===== src/rtl/mem_arbiter.sv =====
// mem_arbiter
//   Shares one single-ported, multi-cycle memory between the instruction
//   fetch port (I, read-only) and the memory-stage port (D, read/write).
//   Only one transaction is outstanding at the memory at a time. When both
//   ports ask at once, the port that was not served last is granted. A
//   fetch can be cancelled by a branch flush. The memory still finishes the
//   access, but no i_ack is given for it.
//
// Ports
//   clk, rst              rising-edge clock, synchronous active-high reset
//   i_req/i_addr          fetch request and address (held until ack/cancel)
//   i_cancel              flush of the current or pending fetch
//   i_ack/i_rdata         one-cycle fetch completion, registered read word
//   d_req/d_wr/d_addr/
//   d_wdata               data request, held until d_ack
//   d_ack/d_rdata         one-cycle data completion, registered read word
//   mem_en/mem_wr/
//   mem_addr/mem_wdata    issue strobe and latched command to memory
//   mem_rdata/mem_valid   memory completion pulse with read data
//   busy                  high whenever a transaction is in progress
module mem_arbiter #(
    parameter int ADDR_W = 16,
    parameter int DATA_W = 16
) (
    input  logic              clk,
    input  logic              rst,
    input  logic              i_req,
    input  logic [ADDR_W-1:0] i_addr,
    input  logic              i_cancel,
    output logic              i_ack,
    output logic [DATA_W-1:0] i_rdata,
    input  logic              d_req,
    input  logic              d_wr,
    input  logic [ADDR_W-1:0] d_addr,
    input  logic [DATA_W-1:0] d_wdata,
    output logic              d_ack,
    output logic [DATA_W-1:0] d_rdata,
    output logic              mem_en,
    output logic              mem_wr,
    output logic [ADDR_W-1:0] mem_addr,
    output logic [DATA_W-1:0] mem_wdata,
    input  logic [DATA_W-1:0] mem_rdata,
    input  logic              mem_valid,
    output logic              busy
);

    typedef enum logic [1:0] {
        S_IDLE,
        S_ISSUE,
        S_WAIT,
        S_DONE
    } state_t;

    typedef enum logic {
        OWN_I,
        OWN_D
    } owner_t;

    state_t            state;
    state_t            state_nx;
    owner_t            owner;
    owner_t            last_owner;
    logic              cancel_flag;
    logic              i_elig;
    logic              d_elig;
    logic              grant_i;
    logic              grant_d;
    logic              lat_wr;
    logic [ADDR_W-1:0] lat_addr;
    logic [DATA_W-1:0] lat_wdata;

    always_comb begin
        state_nx = state;
        i_elig   = i_req & ~i_cancel;
        d_elig   = d_req;
        grant_i  = 1'b0;
        grant_d  = 1'b0;
        i_ack    = 1'b0;
        d_ack    = 1'b0;
        case (state)
            S_IDLE: begin
                // On a tie, D wins only when I was the last port served.
                grant_d = d_elig & (~i_elig | (last_owner == OWN_I));
                grant_i = i_elig & ~grant_d;
                if (grant_d | grant_i)
                    state_nx = S_ISSUE;
            end
            S_ISSUE: state_nx = S_WAIT;
            S_WAIT: begin
                if (mem_valid)
                    state_nx = S_DONE;
            end
            S_DONE: begin
                state_nx = S_IDLE;
                if (owner == OWN_D)
                    d_ack = 1'b1;
                else
                    // A flush in the completion cycle itself must also suppress the ack.
                    i_ack = ~cancel_flag & ~i_cancel;
            end
            default: state_nx = S_IDLE;
        endcase
    end

    always_ff @(posedge clk) begin
        if (rst) begin
            state       <= S_IDLE;
            owner       <= OWN_I;
            last_owner  <= OWN_I;
            cancel_flag <= 1'b0;
            lat_wr      <= 1'b0;
            lat_addr    <= '0;
            lat_wdata   <= '0;
            i_rdata     <= '0;
            d_rdata     <= '0;
        end else begin
            state <= state_nx;

            if (grant_d | grant_i) begin
                owner      <= grant_d ? OWN_D : OWN_I;
                last_owner <= grant_d ? OWN_D : OWN_I;
                lat_addr   <= grant_d ? d_addr : i_addr;
                lat_wr     <= grant_d & d_wr;
                lat_wdata  <= grant_d ? d_wdata : '0;
            end

            if (state_nx == S_IDLE)
                cancel_flag <= 1'b0;
            else if ((owner == OWN_I) && (state != S_IDLE) && i_cancel)
                cancel_flag <= 1'b1;

            // A cancelled fetch still lands in i_rdata; only its ack is dropped.
            if ((state == S_WAIT) && mem_valid && !lat_wr) begin
                if (owner == OWN_D)
                    d_rdata <= mem_rdata;
                else
                    i_rdata <= mem_rdata;
            end
        end
    end

    assign mem_en    = (state == S_ISSUE);
    assign mem_wr    = lat_wr;
    assign mem_addr  = lat_addr;
    assign mem_wdata = lat_wdata;
    assign busy      = (state != S_IDLE);

endmodule

===== config.mk =====
export PLATFORM = sky130hd
export DESIGN_NAME = mem_arbiter
export DESIGN_NICKNAME = d
export VERILOG_FILES = /design/src/rtl/mem_arbiter.sv
export SDC_FILE = /design/constraint.sdc
export NUM_CORES = 1
export LEC_CHECK = 0
export ABC_AREA = 1
export ABC_CLOCK_PERIOD_IN_PS = 1850
export CORE_MARGIN = 3
export CORE_UTILIZATION = 41
export CTS_CLUSTER_DIAMETER = 40
export DETAILED_ROUTE_END_ITERATION = 8
export PLACE_DENSITY = 0.81
export SYNTH_ARGS = -nofsm -noshare
export SYNTH_HDL_FRONTEND = slang
export SYNTH_SLANG_ARGS = --single-unit

===== constraint.sdc =====
create_clock -name clk -period 1.85 [get_ports clk]
set_input_delay 0.4625 -clock clk [delete_from_list [all_inputs] [get_ports clk]]
set_output_delay 0.4625 -clock clk [all_outputs]
set_load 0.05 [all_outputs]

==> flow_summary.json <==
{
  "run_status": "completed",
  "drt-wirelength-per-cell_um": 13.0,
  "power_consumption_mw": 6.24,
  "syn_inst": 392,
  "cts_hold_repair.buffers": 0,
  "timing.hold.worst_path_depth": 2,
  "grt_max_degree": 28,
  "worst_ir_drop_vdd_mv": 0.910,
  "timing.critical_path.fanout_max": 3,
  "clock_skew_ns": 0.00885,
  "critPathArrivalTime_ns": 1.31,
  "global_route_wire_length_before_repair_um": 13500,
  "critPathCaptureType": "output port",
  "fp.dieArea_mm2": 0.00813,
  "clock_latency_ns": 0.33,
  "cts.clk_slew.worst_paths_ns": 0.07,
  "routed_wl_um": 8230,
  "cellPowerDensity_mw_per_mm2": 1400,
  "place.detailed.hpwl_um": 6160,
  "insertedDiodeCount": 0,
  "netlist_top_cells_area": "dfxtp_1 (48%), nand2_1 (9.6%), a21oi_1 (8.8%), nand3_1 (8.6%), inv_1 (5.6%)",
  "synthesis.nets": 468,
  "worst_case_headroom_to_the_max_slew_limit": 0.679,
  "worst_hold_path_type": "reg -> reg",
  "post-route-worst-setup-slack_ns": 0.0789,
  "number_of_vias_per_cell_after_detailed_routing": 4.75,
  "cts-root-buf": "clkbuf_8",
  "top_level_ports": 140,
  "synth_ff_type": "dfxtp_1",
  "detailedRoute.firstPassIterationCount": 5,
  "grt_remaining_overflow": 0,
  "netlist-cell-type-count": 22,
  "r2r_slack_ns": 0.33,
  "slew_viol_final": 0,
  "netlist.top_cell.by_area": "dfxtp_1",
  "cts_tree": "built",
  "netSwitchingFraction": 0.448,
  "timing.hold.ws_ns": 0.464,
  "setup_buffers_after_cts": 0,
  "setup_total_negative_slack_ns": 0,
  "synth_area_mm2": 0.00290,
  "p_switching_mw": 2.80,
  "remaining_drc_errors": 0,
  "floorplan.core_area_mm2": 0.00683,
  "grt_antenna_before_repair": 0,
  "port_buffers": 139,
  "power.sequential.fraction": 0.314,
  "combPwrFrac": 0.496,
  "die_w_um": 90.2,
  "async_flop_share": 0,
  "grt.total_usage": 0.199,
  "finalHoldViolations": 0,
  "cp_data_required_time_ns": 1.39,
  "post_route_cells_drive_above_1_share": 0.204,
  "post_synth.cell_area_avg_um2": 7.41,
  "worst-setup-path-type": "reg -> out",
  "critical_path.startpoint_type": "register",
  "cts_sinks": 69,
  "yosysSeqAreaShare": 0.476,
  "worstRegToRegCells": 7,
  "number_of_global_route_vias_before_repair": 2900,
  "fillers": 604,
  "cts_max_level": 3,
  "areaGrowthSynthToFinish_pct": 53.5,
  "std_cell_rows": 30,
  "setup_viol": 0,
  "power.internal_mw": 3.44,
  "cts_buffer_depth": 2,
  "hold_end": "mem_wdata[15]",
  "synth_top_area_share": 0.476,
  "rr_startpoint": "state[0]",
  "die_h_um": 90.2,
  "yosys-top-cells-count": "nand2_1 (74), dfxtp_1 (69), a21oi_1 (51), nand3_1 (50), inv_1 (43)",
  "maxClockFrequency_mhz": 565,
  "share_clk_of_total_power": 0.190,
  "antenna_violation_net_count_after_detailed_routing": 0,
  "yosys_warnings": 0,
  "period_minus_slack_ns": 1.77,
  "place_worst_setup_slack_ns": -0.00302,
  "worstHoldStart": "mem_wdata[15]",
  "route.vias.total": 3012,
  "synth_enable_flop_cells": 0,
  "postSynthRegisterBits": 69,
  "gp_congestion": 0.792,
  "unrepaired_setup_endpoints_after_global_routing": "false",
  "cts_made_buffers": 9,
  "rr_endpoint": "d_rdata[12]",
  "timing.final.crit_share": 0.957,
  "detail_route.iter0.violations": 132,
  "p_leak_nw": 2.08,
  "max_cap_violations": 0,
  "worst_pin_slew_ns": 0.481,
  "yosysMostFrequentCell": "nand2_1",
  "finish.net_count": 609,
  "starting_density": 0.425
}
==> power groups by stage <==
stage,Clock [mW],Sequential (mW),Combinational [mW]
final,1.18,1.96,3.10
after global routing,1.27,1.99,3.35
after CTS,1.21,1.96,3.11
after detailed placement,0,1.98,3.10
after global placement,0,1.97,3.05
after floorplan,0,2.82,1.27
==> how the worst max path moves through the flow <==
stage               startpoint           to  slack, ns  depth (start not counted)
floorplan           last_owner        i_ack       0.10                          3
global placement         i_req  mem_addr[5]      0.007                          8
detailed placement    i_cancel        i_ack     -0.003                          5
CTS                   state[1]        i_ack      0.003                          4
global route          state[1]        i_ack       0.01                          4
finish                state[1]        i_ack       0.08                          4
==> sequential cells by signal (all words and copies together) (netlist names) <==
register	cells
mem_wdata	16
mem_wr	1
d_rdata	16
state	2
mem_addr	16
cancel_flag	1
last_owner	1
i_rdata	16
==> through the flow <==
stage | instances | util | instance area (um^2)
floorplan | 392 | - | 2910
global placement | 618 | 0.625 | 4270
detailed placement | 618 | 0.625 | 4270
CTS | 634 | 0.653 | 4460
global route | 634 | 0.653 | 4460
finish | 634 | 0.653 | 4460
==> cell type report <==
class / count / area [um^2] / share of cell area
Tap cell: 96 / 120 / 0.0269
Timing Repair Buffer: 152 / 1370 / 0.308
Clock buffer: 10 / 128 / 0.0286
Multi-Input combinational cell: 253 / 1210 / 0.271
Clock inverter: 6 / 63.8 / 0.0143
Inverter: 48 / 181 / 0.0407
Sequential cell: 69 / 1380 / 0.310
==> kinds of logic after synthesis <==
group,share of synthesized area
buffers and inverters,0.109
AOI/OAI and AO/OA,0.147
and+or+nand+nor,0.246
adders and majority gates,0.0215
DFF,0.476
==> layout by cell type (no fill, tap or decap), types with 2 or more instances in the layout <==
| master | count |
|---|---|
| a21oi_1 | 51 |
| buf_12 | 5 |
| buf_4 | 77 |
| clkbuf_8 | 9 |
| clkdlybuf4s50_1 | 68 |
| clkinv_2 | 3 |
| clkinvlp_4 | 2 |
| dfxtp_1 | 68 |
| ha_1 | 5 |
| inv_1 | 43 |
| inv_2 | 4 |
| nand2_1 | 74 |
| nand3_1 | 50 |
| nor2_1 | 33 |
| o21ai_0 | 32 |
==> layer usage <==
layer,global-route usage,vias up,part of all wire
met3,0.0410,7,0.057
met4,0.0663,0,0.0095
met5,0,-,0
met1,0.241,1375,0.42
met2,0.350,91,0.52
li1,-,1539,-
==> critical path, stage by stage (launching register included) <==
cell and delay [ns]:
dfxtp_1 0.37, ha_1 0.19, nand2_1 0.07, nor3_2 0.18, buf_12 0.17
==> what timing repair did <==
item | 4_1_cts | 5_1_grt
resized for setup | 2 | 0
setup endpoints to repair | 1 | 1
pin swaps | 1 | 1
cloned | 0 | 0
(Power assumes the default switching activity.)
